--- config.mk ---
export PLATFORM = sky130hd
export DESIGN_NAME = stage_fetch_q
export DESIGN_NICKNAME = d
export VERILOG_FILES = /design/src/rtl/stage_fetch_q.sv
export SDC_FILE = /design/constraint.sdc
export NUM_CORES = 1
export LEC_CHECK = 0
export CAP_MARGIN = 20
export CORE_AREA = 2 2 207 209
export CTS_BUF_LIST = sky130_fd_sc_hd__clkbuf_16
export CTS_CLUSTER_DIAMETER = 50
export DETAILED_ROUTE_END_ITERATION = 8
export DIE_AREA = 0 0 209 211
export PLACE_DENSITY = 0.74
export SLEW_MARGIN = 5
export SYNTH_ARGS = -nofsm -noshare
export SYNTH_HDL_FRONTEND = slang
export SYNTH_SLANG_ARGS = --single-unit
--- constraint.sdc ---
create_clock -name clk -period 7.8 [get_ports clk]
set_input_delay 1.95 -clock clk [delete_from_list [all_inputs] [get_ports clk]]
set_output_delay 1.95 -clock clk [all_outputs]
set_load 0.005 [all_outputs]
--- src/rtl/stage_fetch_q.sv ---
// stage_fetch_q: fetch stage owning the PC. Issues instruction-memory requests
// over req/gnt with up to MAX_OUT in flight, steers by BTB prediction, and
// buffers returned words in a QDEPTH-entry queue toward decode (valid/ready).
// An EX redirect flushes the queue and squashes every in-flight response.
// Optional feature: define FETCH_PERF_CNT_EN to add squash/stall perf counters.
module stage_fetch_q #(
  parameter int unsigned     XLEN     = 32,
  parameter int unsigned     QDEPTH   = 4,
  parameter int unsigned     MAX_OUT  = 2,
  parameter logic [XLEN-1:0] RESET_PC = 32'h0000_0060
) (
  input  logic            clk,
  input  logic            rst,
  input  logic            redirect_valid,
  input  logic [XLEN-1:0] redirect_pc,
  input  logic            btb_hit,
  input  logic [XLEN-1:0] btb_target,
  output logic [XLEN-1:0] pc_out,
  output logic            imem_req,
  output logic [XLEN-1:0] imem_addr,
  input  logic            imem_gnt,
  input  logic            imem_rvalid,
  input  logic [XLEN-1:0] imem_rdata,
  output logic            out_valid,
  input  logic            out_ready,
  output logic [XLEN-1:0] out_pc,
  output logic [XLEN-1:0] out_instr,
  output logic            out_pred_taken,
  output logic [XLEN-1:0] out_pred_pc
`ifdef FETCH_PERF_CNT_EN
  ,
  output logic [31:0]     perf_squash_cnt,
  output logic [31:0]     perf_stall_cnt
`endif
);

  localparam int unsigned QAW = $clog2(QDEPTH);
  localparam int unsigned QCW = QAW + 1;
  localparam int unsigned TAW = (MAX_OUT > 1) ? $clog2(MAX_OUT) : 1;
  localparam int unsigned TCW = $clog2(MAX_OUT + 1);
  localparam int unsigned SW  = ((QCW > TCW) ? QCW : TCW) + 1;

  logic [XLEN-1:0] pc;

  // Fetch queue payload and control.
  logic [XLEN-1:0] q_pc      [QDEPTH];
  logic [XLEN-1:0] q_instr   [QDEPTH];
  logic [XLEN-1:0] q_pred_pc [QDEPTH];
  logic            q_taken   [QDEPTH];
  logic [QAW-1:0]  q_rd, q_wr;
  logic [QCW-1:0]  q_count;

  // Tag FIFO: one entry per granted request, popped by each response in order.
  logic [XLEN-1:0] t_pc    [MAX_OUT];
  logic [XLEN-1:0] t_next  [MAX_OUT];
  logic            t_taken [MAX_OUT];
  logic [TAW-1:0]  t_rd, t_wr;
  logic [TCW-1:0]  outstanding;
  // Responses return in order, so every tag older than a redirect sits at the
  // FIFO head. Counting those stale tags replaces a per-entry live bit: a
  // response is live exactly when stale_cnt is zero.
  logic [TCW-1:0]  stale_cnt;
  logic [TCW-1:0]  live_cnt;
  logic [SW-1:0]   credit_used;

  logic            grant, resp, resp_live, q_push, q_pop;
  logic [XLEN-1:0] next_pc;

  function automatic logic [TAW-1:0] t_inc(input logic [TAW-1:0] p);
    return (p == TAW'(MAX_OUT - 1)) ? '0 : p + TAW'(1);
  endfunction

  assign pc_out    = pc;
  assign imem_addr = pc;

  // Request gating, handshake decode and queue head presentation.
  // NOTE: every signal is assigned on every path through this block, so no latch is inferred.
  always_comb begin
    live_cnt       = outstanding - stale_cnt;
    credit_used    = SW'(q_count) + SW'(live_cnt);
    imem_req       = rst && !redirect_valid && (outstanding < TCW'(MAX_OUT))
                     && (credit_used < SW'(QDEPTH));
    grant          = imem_req && imem_gnt;
    resp           = imem_rvalid && (outstanding != '0);
    resp_live      = resp && !redirect_valid && (stale_cnt == '0);
    next_pc        = btb_hit ? btb_target : pc + XLEN'(4);
    out_valid      = (q_count != '0);
    q_push         = resp_live;
    q_pop          = out_valid && out_ready && !redirect_valid;
    out_pc         = out_valid ? q_pc[q_rd]      : '0;
    out_instr      = out_valid ? q_instr[q_rd]   : '0;
    out_pred_taken = out_valid ? q_taken[q_rd]   : 1'b0;
    out_pred_pc    = out_valid ? q_pred_pc[q_rd] : '0;
  end

  // PC, tag FIFO pointers/counters and queue pointers; redirect has priority.
  // NOTE: state registers use non-blocking assignments so all flops update together at the edge.
  always_ff @(posedge clk or negedge rst) begin
    if (!rst) begin
      pc          <= RESET_PC;
      t_rd        <= '0;
      t_wr        <= '0;
      outstanding <= '0;
      stale_cnt   <= '0;
      q_rd        <= '0;
      q_wr        <= '0;
      q_count     <= '0;
    end else begin
      if (grant) t_wr <= t_inc(t_wr);
      if (resp)  t_rd <= t_inc(t_rd);

      case ({grant, resp})
        2'b10:   outstanding <= outstanding + TCW'(1);
        2'b01:   outstanding <= outstanding - TCW'(1);
        default: outstanding <= outstanding;
      endcase

      if (redirect_valid) begin
        // Every tag still in the FIFO after this cycle's pop becomes stale.
        pc        <= {redirect_pc[XLEN-1:2], 2'b00};
        stale_cnt <= outstanding - (resp ? TCW'(1) : TCW'(0));
        q_rd      <= '0;
        q_wr      <= '0;
        q_count   <= '0;
      end else begin
        if (grant) pc <= next_pc;
        if (resp && (stale_cnt != '0)) stale_cnt <= stale_cnt - TCW'(1);
        if (q_push) q_wr <= q_wr + QAW'(1);
        if (q_pop)  q_rd <= q_rd + QAW'(1);
        case ({q_push, q_pop})
          2'b10:   q_count <= q_count + QCW'(1);
          2'b01:   q_count <= q_count - QCW'(1);
          default: q_count <= q_count;
        endcase
      end
    end
  end

  // Payload storage for the tag FIFO and fetch queue.
  // NOTE: storage arrays are not reset; pointers and counts guard every read, so reset values are never observed.
  always_ff @(posedge clk) begin
    if (grant) begin
      t_pc[t_wr]    <= pc;
      t_next[t_wr]  <= next_pc;
      t_taken[t_wr] <= btb_hit;
    end
    if (q_push) begin
      q_pc[q_wr]      <= t_pc[t_rd];
      q_instr[q_wr]   <= imem_rdata;
      q_pred_pc[q_wr] <= t_next[t_rd];
      q_taken[q_wr]   <= t_taken[t_rd];
    end
  end

  // A response with no request in flight is a memory protocol violation.
  a_rvalid_tracked: assert property (@(posedge clk) disable iff (!rst)
    imem_rvalid |-> (outstanding != '0));

`ifdef FETCH_PERF_CNT_EN
  logic squash_evt, stall_evt;
  assign squash_evt = resp && (redirect_valid || (stale_cnt != '0));
  assign stall_evt  = !redirect_valid && !imem_req;

  // Saturating counters of dropped stale responses and credit/limit stalls.
  always_ff @(posedge clk or negedge rst) begin
    if (!rst) begin
      perf_squash_cnt <= '0;
      perf_stall_cnt  <= '0;
    end else begin
      if (squash_evt && (perf_squash_cnt != '1)) perf_squash_cnt <= perf_squash_cnt + 32'd1;
      if (stall_evt && (perf_stall_cnt != '1))   perf_stall_cnt  <= perf_stall_cnt + 32'd1;
    end
  end
`endif

endmodule

==> results of run 1 <==
## sequential cells by signal, indices dropped and copies added, names as in the netlist, 2 cells and up
| signal | flops |
|---|---|
| q_pc | 128 |
| q_pred_pc | 128 |
| t_next | 64 |
| q_instr | 128 |
| q_wr | 2 |
| t_taken | 2 |
| imem_addr | 32 |
| q_count | 3 |
| q_taken | 4 |
| q_rd | 2 |
| stale_cnt | 2 |
| outstanding | 2 |
| t_pc | 64 |
## routing by layer
| layer | GRT usage, % | vias to the layer above | share of wire [%] |
|---|---|---|---|
| li1 | - | 5254 | - |
| met1 | 30.4 | 6152 | 41 |
| met2 | 37.9 | 484 | 49 |
| met3 | 5.25 | 95 | 7.5 |
| met4 | 8.05 | 4 | 2.6 |
| met5 | 0 | - | 0.044 |
## where the power goes
part	internal (mW)	switching, mW	total (mW)
clock	1.69	1.12	2.81
sequential	3.60	0.296	3.90
combinational	1.33	0.962	2.29
total	6.63	2.38	9.00
## path summary, 6_finish.rpt
path | start | to | cells past startpoint | slack (ps)
max in group asynchronous | rst | q_rd[0] | 2 | 5810
max reg2reg | outstanding[0] | t_pc[1][12] | 9 | 4110
min in group asynchronous | rst | imem_addr[25] | 2 | 1480
min | t_wr | t_wr | 1 | 570
max | redirect_valid | imem_req | 4 | 2400
min reg2reg | t_wr | t_wr | 1 | 570
## layout make-up
cell class | count | area share [%]
repair buffers | 279 | 9.95
flip-flops and latches | 563 | 60.3
clock inverters | 46 | 1.88
well taps | 539 | 2.44
diodes | 2 | 0.0181
clock buffers | 57 | 5.15
multi-input cells | 547 | 20.1
inverters | 10 | 0.136
## metrics by stage
step | std cells | total power [mW]
after floorplan | 1215 | 5.13
after global placement | 1938 | 6.25
after detailed placement | 1938 | 6.30
after CTS | 2041 | 9.11
after global routing | 2043 | 9.37
final | 2043 | 9.00
## worst max-delay path: stages
cell and delay, ps:
sky130_fd_sc_hd__buf_2 110, sky130_fd_sc_hd__or4b_4 550, sky130_fd_sc_hd__nor3_1 270, sky130_fd_sc_hd__clkdlybuf4s50_1 560
## cell families (layout without fill, tap and decap cells)
logic type / Yosys count / after routing / share of synthesized area, %
flops: 563 / 563 / 73.3
simple gates: 235 / 235 / 5.81
mux: 179 / 179 / 13.6
buf+inv: 105 / 392 / 2.34
compound gates: 85 / 85 / 2.86
xor+xnor: 37 / 37 / 1.42
fa+ha+maj: 11 / 11 / 0.638
other cells: 0 / 2 / 0
## synthesized netlist by cell type (2+ instances only)
library cell,instances,area (um2)
sky130_fd_sc_hd__buf_2,15,75.1
sky130_fd_sc_hd__o21ai_0,18,90.1
sky130_fd_sc_hd__buf_4,32,240
sky130_fd_sc_hd__a211oi_1,2,15.0
sky130_fd_sc_hd__nand2_1,31,116
sky130_fd_sc_hd__and4_1,5,43.8
sky130_fd_sc_hd__nor2_1,36,135
sky130_fd_sc_hd__a21oi_1,5,25.0
sky130_fd_sc_hd__a22oi_1,7,52.6
sky130_fd_sc_hd__buf_1,4,15.0
sky130_fd_sc_hd__nand2b_1,2,12.5
sky130_fd_sc_hd__mux4_2,97,2180
sky130_fd_sc_hd__edfxtp_1,518,15600
sky130_fd_sc_hd__a221o_1,15,150
sky130_fd_sc_hd__and2_1,110,688
sky130_fd_sc_hd__dfrtp_1,43,1080
sky130_fd_sc_hd__ha_1,10,125
sky130_fd_sc_hd__and3_1,3,18.8
sky130_fd_sc_hd__a22o_1,20,175
sky130_fd_sc_hd__dfstp_2,2,52.6
sky130_fd_sc_hd__mux2_2,80,901
sky130_fd_sc_hd__nand3_1,20,100
sky130_fd_sc_hd__a31o_2,2,17.5
sky130_fd_sc_hd__inv_1,10,37.5
sky130_fd_sc_hd__a21o_1,9,67.6
sky130_fd_sc_hd__nand4_1,12,75.1
sky130_fd_sc_hd__xor2_1,16,140
sky130_fd_sc_hd__clkbuf_1,44,165
sky130_fd_sc_hd__nor3_1,8,40.0
sky130_fd_sc_hd__mux2i_1,2,20.0
sky130_fd_sc_hd__o31ai_1,4,30.0
sky130_fd_sc_hd__xnor2_1,21,184
sky130_fd_sc_hd__nor4_1,2,12.5
==> impl_metrics.xml, run 1 <==
<?xml version="1.0" encoding="UTF-8"?>
<metrics>
  <group name="run_status">
    <metric name="status" unit="">finished, final reports clean</metric>
  </group>
  <group name="place">
    <metric name="pre_cts_slack" unit="ps">2420</metric>
    <metric name="placement.cell_area" unit="mm2">0.0257</metric>
    <metric name="place.detailed.hpwl" unit="um">30100</metric>
    <metric name="gp_congestion" unit="">0.867</metric>
    <metric name="place.port_buffers" unit="">263</metric>
  </group>
  <group name="final_layout">
    <metric name="register_area" unit="mm2">0.0167</metric>
    <metric name="number_of_nets_in_the_final_layout" unit="">1570</metric>
    <metric name="finalInstanceArea" unit="mm2">0.0277</metric>
    <metric name="layout_common_cells" unit="">518 x sky130_fd_sc_hd__edfxtp_1, 261 x sky130_fd_sc_hd__clkdlybuf4s50_1, 105 x sky130_fd_sc_hd__and2_1</metric>
    <metric name="layout.core_utilization" unit="%">66.3</metric>
    <metric name="multi_input_comb_area" unit="mm2">0.00558</metric>
    <metric name="mostFrequentLayoutCell" unit="">sky130_fd_sc_hd__edfxtp_1</metric>
    <metric name="layout_fillers" unit="">2828</metric>
    <metric name="final_layout_size_suffix_gt1_share" unit="%">19.9</metric>
    <metric name="area_growth_syn_to_layout" unit="%">21.6</metric>
  </group>
  <group name="global_route">
    <metric name="grt_overflow" unit="">0</metric>
    <metric name="wire_length_of_the_first_global_routing_pass" unit="um">74900</metric>
    <metric name="antenna_violations_before_repair" unit="">5</metric>
    <metric name="grt_max_degree" unit="">103</metric>
    <metric name="number_of_global_route_vias_before_repair" unit="">12200</metric>
    <metric name="tot_gr_track_use" unit="%">23.0</metric>
  </group>
  <group name="timing">
    <metric name="rsz_0062_raised_after_global_routing" unit="">no</metric>
    <metric name="finalCriticalPeriod" unit="ps">5400</metric>
    <metric name="holdWs" unit="ps">572</metric>
    <metric name="timing.final.max_slew_violations" unit="">0</metric>
    <metric name="setup_slack" unit="ps">2400</metric>
    <metric name="setup_tns" unit="ps">0</metric>
    <metric name="report.final.hold_viol_count" unit="">0</metric>
    <metric name="clock_skew" unit="ps">21.8</metric>
    <metric name="worst-slew-pin-transition" unit="ps">1110</metric>
    <metric name="max_clock_freq" unit="GHz">0.185</metric>
    <metric name="relSlewSlack" unit="%">25.3</metric>
    <metric name="report.final.setup_viol" unit="">0</metric>
    <metric name="period_share" unit="%">69.2</metric>
  </group>
  <group name="pwr">
    <metric name="pwr_density_cell" unit="mW/mm2">325</metric>
    <metric name="leakagePower" unit="nW">9.08</metric>
    <metric name="power.ir.vdd_worst" unit="uV">258</metric>
  </group>
  <group name="yosys">
    <metric name="ys_ff_latch" unit="">563</metric>
    <metric name="synthCells" unit="">1215</metric>
    <metric name="synthesis.area_per_instance" unit="um2">18.7</metric>
    <metric name="yosys.cell_types.count" unit="">43</metric>
    <metric name="synth_nets" unit="">1329</metric>
    <metric name="ys_async_sr_fraction" unit="%">7.99</metric>
    <metric name="synth_enable_flop_cells" unit="">518</metric>
    <metric name="synthFlopType" unit="">sky130_fd_sc_hd__edfxtp_1</metric>
    <metric name="syn-cell-area" unit="mm2">0.0228</metric>
    <metric name="ys_warn_count" unit="">0</metric>
    <metric name="seq_area_frac_synth" unit="%">73.3</metric>
  </group>
  <group name="drt">
    <metric name="per_cell_via_count_in_the_routed_design" unit="">5.87</metric>
    <metric name="drt-pass1-iter-count" unit="">6</metric>
    <metric name="drt-initial-drc-count" unit="">929</metric>
    <metric name="dr_total_vias" unit="">12000</metric>
    <metric name="final_antenna_net_count" unit="">0</metric>
    <metric name="post_detailed_route_drc_marker_count" unit="">0</metric>
    <metric name="sum_of_routed_wire_length_over_all_layers" unit="um">50400</metric>
    <metric name="wire_per_inst" unit="um">24.7</metric>
  </group>
  <group name="floorplan">
    <metric name="die_h" unit="um">211</metric>
    <metric name="ios" unit="">266</metric>
    <metric name="full_die_area" unit="mm2">0.0441</metric>
    <metric name="coreArea" unit="mm2">0.0418</metric>
    <metric name="dieWidth" unit="um">209</metric>
    <metric name="fp-row-count" unit="">75</metric>
    <metric name="initial_utilization" unit="%">54.5</metric>
  </group>
  <group name="clock_network">
    <metric name="cts_repair_resize_count" unit="">0</metric>
    <metric name="clk_pin_slew_worst_paths" unit="ps">70</metric>
    <metric name="clock_tree.buffer_depth" unit="">3</metric>
    <metric name="clock_tree.htree_level_count" unit="">2</metric>
    <metric name="insertion_delay" unit="ps">600</metric>
    <metric name="inserted_clock_buffers" unit="">55</metric>
    <metric name="clock_tree_from_tritoncts" unit="">built</metric>
    <metric name="hold_fix_buffers_at_cts" unit="">0</metric>
    <metric name="cts.repair_timing.setup_buffer_count" unit="">0</metric>
    <metric name="cts_sinks" unit="">563</metric>
    <metric name="clock_tree.root_cell" unit="">sky130_fd_sc_hd__clkbuf_16</metric>
  </group>
  <group name="hold_path">
    <metric name="worst_hold_path_type" unit="">flip-flop to flip-flop</metric>
  </group>
  <group name="critical_path">
    <metric name="worst-setup-path-type" unit="">input port to output pin</metric>
    <metric name="end_kind" unit="">output pin</metric>
    <metric name="crit_path_max_fanout" unit="">2</metric>
    <metric name="critPathArrivalTime" unit="ps">3450</metric>
    <metric name="critPathLaunchType" unit="">input port</metric>
    <metric name="crit_required" unit="ps">5850</metric>
  </group>
  <group name="flow_run">
    <metric name="drv_cap" unit="">0</metric>
  </group>
</metrics>
(Power assumes the default switching activity.)
==> run 2, diff against run 1 <==
Clock period 7.8 ns to 5.5 ns, I/O delays scaled along.
==> impl_metrics.xml, run 2 (synthesis results as in run 1) <==
<?xml version="1.0" encoding="UTF-8"?>
<metrics>
  <group name="floorplan">
    <metric name="initial_utilization" unit="%">54.5</metric>
    <metric name="full_die_area" unit="mm2">0.0441</metric>
    <metric name="fp-row-count" unit="">75</metric>
    <metric name="coreArea" unit="mm2">0.0418</metric>
    <metric name="ios" unit="">266</metric>
    <metric name="die_h" unit="um">211</metric>
    <metric name="dieWidth" unit="um">209</metric>
  </group>
  <group name="final_layout">
    <metric name="area_growth_syn_to_layout" unit="%">21.6</metric>
    <metric name="final_layout_size_suffix_gt1_share" unit="%">19.8</metric>
    <metric name="layout_top_registers" unit="">q_instr x128, q_pc x128, q_pred_pc x128</metric>
    <metric name="layout_fillers" unit="">2837</metric>
    <metric name="layout_common_cells" unit="">518 x sky130_fd_sc_hd__edfxtp_1, 261 x sky130_fd_sc_hd__clkdlybuf4s50_1, 105 x sky130_fd_sc_hd__and2_1</metric>
    <metric name="mostFrequentLayoutCell" unit="">sky130_fd_sc_hd__edfxtp_1</metric>
    <metric name="number_of_nets_in_the_final_layout" unit="">1574</metric>
    <metric name="layout.cells.non_filler" unit="">2048</metric>
  </group>
  <group name="clock_network">
    <metric name="cts.repair_timing.setup_buffer_count" unit="">0</metric>
    <metric name="insertion_delay" unit="ps">620</metric>
    <metric name="cts_sinks" unit="">563</metric>
    <metric name="clock_tree.buffer_depth" unit="">3</metric>
    <metric name="clock_tree_from_tritoncts" unit="">built</metric>
    <metric name="hold_fix_buffers_at_cts" unit="">0</metric>
    <metric name="clk_pin_slew_worst_paths" unit="ps">60</metric>
    <metric name="inserted_clock_buffers" unit="">56</metric>
    <metric name="clock_tree.root_cell" unit="">sky130_fd_sc_hd__clkbuf_16</metric>
    <metric name="clock_tree.htree_level_count" unit="">2</metric>
    <metric name="cts_repair_resize_count" unit="">0</metric>
  </group>
  <group name="drt">
    <metric name="drt-initial-drc-count" unit="">979</metric>
    <metric name="dr_total_vias" unit="">12100</metric>
    <metric name="wire_per_inst" unit="um">24.7</metric>
    <metric name="sum_of_routed_wire_length_over_all_layers" unit="um">50600</metric>
    <metric name="drt-pass1-iter-count" unit="">5</metric>
    <metric name="final_antenna_net_count" unit="">0</metric>
    <metric name="per_cell_via_count_in_the_routed_design" unit="">5.89</metric>
    <metric name="post_detailed_route_drc_marker_count" unit="">0</metric>
  </group>
  <group name="critical_path">
    <metric name="critPathArrivalTime" unit="ps">3210</metric>
    <metric name="crit_path_top_delay_cell" unit="">sky130_fd_sc_hd__clkdlybuf4s50_1</metric>
    <metric name="worst-setup-path-type" unit="">flip-flop to output pin</metric>
    <metric name="path_cells" unit="">inv_1 -&gt; ha_1 -&gt; xnor2_1 -&gt; xnor2_1 -&gt; ha_1 -&gt; or4b_4 -&gt; nor3_1 -&gt; clkdlybuf4s50_1</metric>
    <metric name="critPathLaunchType" unit="">flip-flop</metric>
    <metric name="max_stage_delay" unit="ps">550</metric>
    <metric name="end_kind" unit="">output pin</metric>
    <metric name="crit_path_max_fanout" unit="">5</metric>
    <metric name="crit_required" unit="ps">4120</metric>
  </group>
  <group name="global_route">
    <metric name="grt_overflow" unit="">0</metric>
    <metric name="wire_length_of_the_first_global_routing_pass" unit="um">75600</metric>
    <metric name="tot_gr_track_use" unit="%">23.3</metric>
    <metric name="grt_max_degree" unit="">69</metric>
    <metric name="number_of_global_route_vias_before_repair" unit="">12300</metric>
    <metric name="antenna_violations_before_repair" unit="">5</metric>
  </group>
  <group name="place">
    <metric name="place.port_buffers" unit="">263</metric>
    <metric name="place.detailed.hpwl" unit="um">30900</metric>
    <metric name="gp_congestion" unit="">0.874</metric>
    <metric name="numPlacedInstances" unit="">1941</metric>
  </group>
  <group name="pwr">
    <metric name="power.ir.vdd_worst" unit="uV">330</metric>
    <metric name="pwr_density_cell" unit="mW/mm2">455</metric>
    <metric name="leakagePower" unit="nW">9.13</metric>
  </group>
  <group name="timing">
    <metric name="rsz_0062_raised_after_global_routing" unit="">no</metric>
    <metric name="relSlewSlack" unit="%">22.6</metric>
    <metric name="timing.final.max_slew_violations" unit="">0</metric>
    <metric name="period_share" unit="%">83.3</metric>
    <metric name="holdWs" unit="ps">571</metric>
    <metric name="setup_tns" unit="ps">0</metric>
    <metric name="report.final.hold_viol_count" unit="">0</metric>
    <metric name="max_clock_freq" unit="GHz">0.218</metric>
    <metric name="worst-slew-pin-transition" unit="ps">1150</metric>
    <metric name="clock_skew" unit="ps">23.0</metric>
    <metric name="finalCriticalPeriod" unit="ps">4580</metric>
    <metric name="report.final.setup_viol" unit="">0</metric>
  </group>
  <group name="run_status">
    <metric name="status" unit="">finished, final reports clean</metric>
  </group>
  <group name="hold_path">
    <metric name="worst_hold_path_type" unit="">flip-flop to flip-flop</metric>
  </group>
  <group name="flow_run">
    <metric name="drv_cap" unit="">0</metric>
  </group>
</metrics>
-- run 2: cell count changes in the layout (fill, tap and decap cells not counted), sizes merged --
cell	previous run	this run
inv	17	27
clkinvlp	8	2
bufinv	11	7
buf	18	21
clkinv	20	22
-- run 2: report_power, final --
group / internal, mW / switching (mW) / total, mW
registers: 5.11 / 0.400 / 5.51
clock network: 2.21 / 1.58 / 3.79
logic: 1.91 / 1.38 / 3.29
-- run 2: critical path, delay by kind of cell, from the launching register on --
kind,cells,cell delay (ps)
AND/OR/NAND/NOR,2,780
XOR/XNOR,2,260
buffers and inverters,2,650
flip-flops,1,450
adder cells (fa/ha/maj),2,450
-- run 2: final timing paths --
check                                end  cells past startpoint            from  slack, ps
setup reg to reg             t_pc[1][15]                      9  outstanding[0]       1770
hold / removal                      t_wr                      1            t_wr        570
hold reg to reg                     t_wr                      1            t_wr        570
max in group asynchronous        q_rd[1]                      2             rst       4120
min in group asynchronous  imem_addr[29]                      2             rst        880
setup / recovery                imem_req                      8  outstanding[0]        920
-- run 2: cell type report --
class	instances	area (um2)	share of cell area [%]
Antenna cell	2	5.00	0.0181
Clock buffer	57	1430	5.15
Clock inverter	48	412	1.49
Inverter	10	37.5	0.136
Multi-Input combinational cell	547	5580	20.2
Sequential cell	563	16700	60.3
Tap cell	539	674	2.44
Timing Repair Buffer	282	2850	10.3
-- run 2: per-layer routing --
layer | track usage [%] | wire length, um
met4 | 7.93 | 1400
met3 | 5.07 | 3890
met1 | 31.7 | 20700
met5 | 0 | 50
met2 | 37.8 | 24600
-- run 2: stage by stage --
step	power [mW]	worst slack [ps]	util, %	cell area, um2
2_1_floorplan	7.27	818	-	22800
3_3_place_gp	8.89	1300	61.9	25800
3_5_place_dp	8.94	1320	61.9	25800
4_1_cts	12.7	905	66.3	27700
5_1_grt	13.1	772	66.3	27700
6_report	12.6	920	66.3	27700
==> run 3, diff against run 2 <==
Settings changed: CORE_AREA 2 2 207 209 to 2 2 215 217, DIE_AREA 0 0 209 211 to 0 0 217 219, PLACE_DENSITY 0.74 to 0.72.
Clock period 5.5 ns to 3.85 ns, I/O delays scaled along.
==> impl_metrics.xml, run 3 (synthesis results as in run 1) <==
<?xml version="1.0" encoding="UTF-8"?>
<metrics>
  <group name="timing">
    <metric name="finalCriticalPeriod" unit="ps">3680</metric>
    <metric name="max_clock_freq" unit="GHz">0.271</metric>
    <metric name="period_share" unit="%">95.7</metric>
    <metric name="setup_tns" unit="ps">0</metric>
    <metric name="timing.final.max_slew_violations" unit="">0</metric>
    <metric name="report.final.hold_viol_count" unit="">0</metric>
    <metric name="clock_skew" unit="ps">17.3</metric>
    <metric name="rsz_0062_raised_after_global_routing" unit="">no</metric>
    <metric name="worst-slew-pin-transition" unit="ps">1080</metric>
    <metric name="report.final.setup_viol" unit="">0</metric>
    <metric name="relSlewSlack" unit="%">28.0</metric>
  </group>
  <group name="hold_path">
    <metric name="worst_hold_path_type" unit="">input port to asynchronous set/reset pin</metric>
  </group>
  <group name="clock_network">
    <metric name="cts_sinks" unit="">563</metric>
    <metric name="clk_pin_slew_worst_paths" unit="ps">60</metric>
    <metric name="clock_tree.root_cell" unit="">sky130_fd_sc_hd__clkbuf_16</metric>
    <metric name="hold_fix_buffers_at_cts" unit="">0</metric>
    <metric name="clock_tree_from_tritoncts" unit="">built</metric>
    <metric name="clock_tree.buffer_depth" unit="">3</metric>
    <metric name="clock_tree.htree_level_count" unit="">2</metric>
    <metric name="inserted_clock_buffers" unit="">59</metric>
    <metric name="insertion_delay" unit="ps">610</metric>
  </group>
  <group name="run_status">
    <metric name="status" unit="">finished, final reports clean</metric>
  </group>
  <group name="place">
    <metric name="place.port_buffers" unit="">263</metric>
    <metric name="numPlacedInstances" unit="">2014</metric>
    <metric name="placement.cell_area" unit="mm2">0.0261</metric>
    <metric name="place.detailed.hpwl" unit="um">32500</metric>
    <metric name="gp_congestion" unit="">0.800</metric>
  </group>
  <group name="final_layout">
    <metric name="layout_top_registers" unit="">q_instr x128, q_pc x128, q_pred_pc x128</metric>
    <metric name="number_of_nets_in_the_final_layout" unit="">1596</metric>
    <metric name="layout_fillers" unit="">3267</metric>
    <metric name="layout.cells.non_filler" unit="">2134</metric>
    <metric name="final_layout_size_suffix_gt1_share" unit="%">20.7</metric>
    <metric name="area_growth_syn_to_layout" unit="%">23.5</metric>
    <metric name="finalInstanceArea" unit="mm2">0.0281</metric>
    <metric name="mostFrequentLayoutCell" unit="">sky130_fd_sc_hd__edfxtp_1</metric>
    <metric name="layout_common_cells" unit="">518 x sky130_fd_sc_hd__edfxtp_1, 260 x sky130_fd_sc_hd__clkdlybuf4s50_1, 105 x sky130_fd_sc_hd__and2_1</metric>
  </group>
  <group name="drt">
    <metric name="drt-initial-drc-count" unit="">1158</metric>
    <metric name="post_detailed_route_drc_marker_count" unit="">0</metric>
    <metric name="wire_per_inst" unit="um">24.8</metric>
    <metric name="sum_of_routed_wire_length_over_all_layers" unit="um">52900</metric>
    <metric name="final_antenna_net_count" unit="">0</metric>
    <metric name="drt-pass1-iter-count" unit="">5</metric>
    <metric name="per_cell_via_count_in_the_routed_design" unit="">5.69</metric>
    <metric name="dr_total_vias" unit="">12200</metric>
  </group>
  <group name="floorplan">
    <metric name="initial_utilization" unit="%">50.5</metric>
    <metric name="dieWidth" unit="um">217</metric>
    <metric name="die_h" unit="um">219</metric>
    <metric name="coreArea" unit="mm2">0.0451</metric>
    <metric name="ios" unit="">266</metric>
    <metric name="full_die_area" unit="mm2">0.0475</metric>
    <metric name="fp-row-count" unit="">78</metric>
  </group>
  <group name="global_route">
    <metric name="number_of_global_route_vias_before_repair" unit="">12400</metric>
    <metric name="wire_length_of_the_first_global_routing_pass" unit="um">78300</metric>
    <metric name="antenna_violations_before_repair" unit="">2</metric>
    <metric name="grt_max_degree" unit="">103</metric>
    <metric name="grt_overflow" unit="">0</metric>
    <metric name="tot_gr_track_use" unit="%">22.6</metric>
  </group>
  <group name="critical_path">
    <metric name="critPathArrivalTime" unit="ps">2720</metric>
    <metric name="end_kind" unit="">output pin</metric>
    <metric name="critPathLaunchType" unit="">flip-flop</metric>
    <metric name="crit_path_max_fanout" unit="">30</metric>
    <metric name="worst-setup-path-type" unit="">flip-flop to output pin</metric>
    <metric name="crit_required" unit="ps">2890</metric>
  </group>
  <group name="pwr">
    <metric name="power.ir.vdd_worst" unit="uV">1040</metric>
    <metric name="fin_total_pwr" unit="mW">18.3</metric>
    <metric name="pwr_density_cell" unit="mW/mm2">651</metric>
    <metric name="leakagePower" unit="nW">9.28</metric>
  </group>
  <group name="flow_run">
    <metric name="drv_cap" unit="">0</metric>
  </group>
</metrics>
[run 3: changes by cell type in the layout (fill, tap and decap cells not counted), moves of 2 or more]
cell,change
sky130_fd_sc_hd__buf_12,+11
sky130_fd_sc_hd__buf_4,+7
sky130_fd_sc_hd__clkbuf_16,+4
sky130_fd_sc_hd__clkinv_1,+7
sky130_fd_sc_hd__clkinv_2,-7
sky130_fd_sc_hd__clkinv_4,+4
sky130_fd_sc_hd__diode_2,+3
sky130_fd_sc_hd__inv_8,-2
[run 3: layout make-up]
class	instances	area [um2]	share of cell area, %
timing repair buffer	301	3140	11.2
clock buffer	61	1530	5.43
inverter	10	37.5	0.134
antenna	5	12.5	0.0445
tap	600	751	2.67
clock inverter	47	373	1.33
multi-input combinational	547	5580	19.8
sequential	563	16700	59.4
[run 3: power by group]
group / switching (mW) / internal, mW
sequential: 0.495 / 7.30
combinational: 2.11 / 2.87
clock: 2.27 / 3.25
total: 4.88 / 13.4
[run 3: timing repair]
item	4_1_cts	5_1_grt
setup endpoints to repair	16	0
setup buffers	6	0
resized for setup	3	0
[run 3: worst paths after layout]
check	start	endpoint	slack [ps]	cells past startpoint
setup reg to reg	outstanding[0]	t_next[0][3]	650	10
hold reg to reg	t_wr	t_wr	550	1
max in group asynchronous	rst	q_rd[1]	2850	2
hold / removal	rst	q_count[1]	490	2
setup / recovery	q_rd[1]	out_pc[12]	170	4
min in group clk	t_wr	t_wr	550	1
[run 3: metal layers]
layer  GRT usage, %  share of wire [%]  vias to the layer above
li1               -                  -                     5315
met1           32.0                 42                     6273
met2           36.2                 48                      479
met3           3.89                6.9                       82
met4           6.99                2.3                        2
met5              0              0.023                        -
[run 3: metrics by stage]
step                      setup WS (ps)  hold slack, ps  utilization, %
after floorplan                     293             470               -
after global placement              420             530            57.9
after detailed placement            464             538            57.9
after CTS                          1.66             482            62.3
after global routing               59.1             526            62.3
final                               166             490            62.3
[run 3: critical path: stages, from the launching register on]
cell and delay [ps]:
sky130_fd_sc_hd__dfrtp_4 750, sky130_fd_sc_hd__buf_12 310, sky130_fd_sc_hd__mux4_2 320, sky130_fd_sc_hd__and2_1 210
sky130_fd_sc_hd__clkdlybuf4s50_1 460
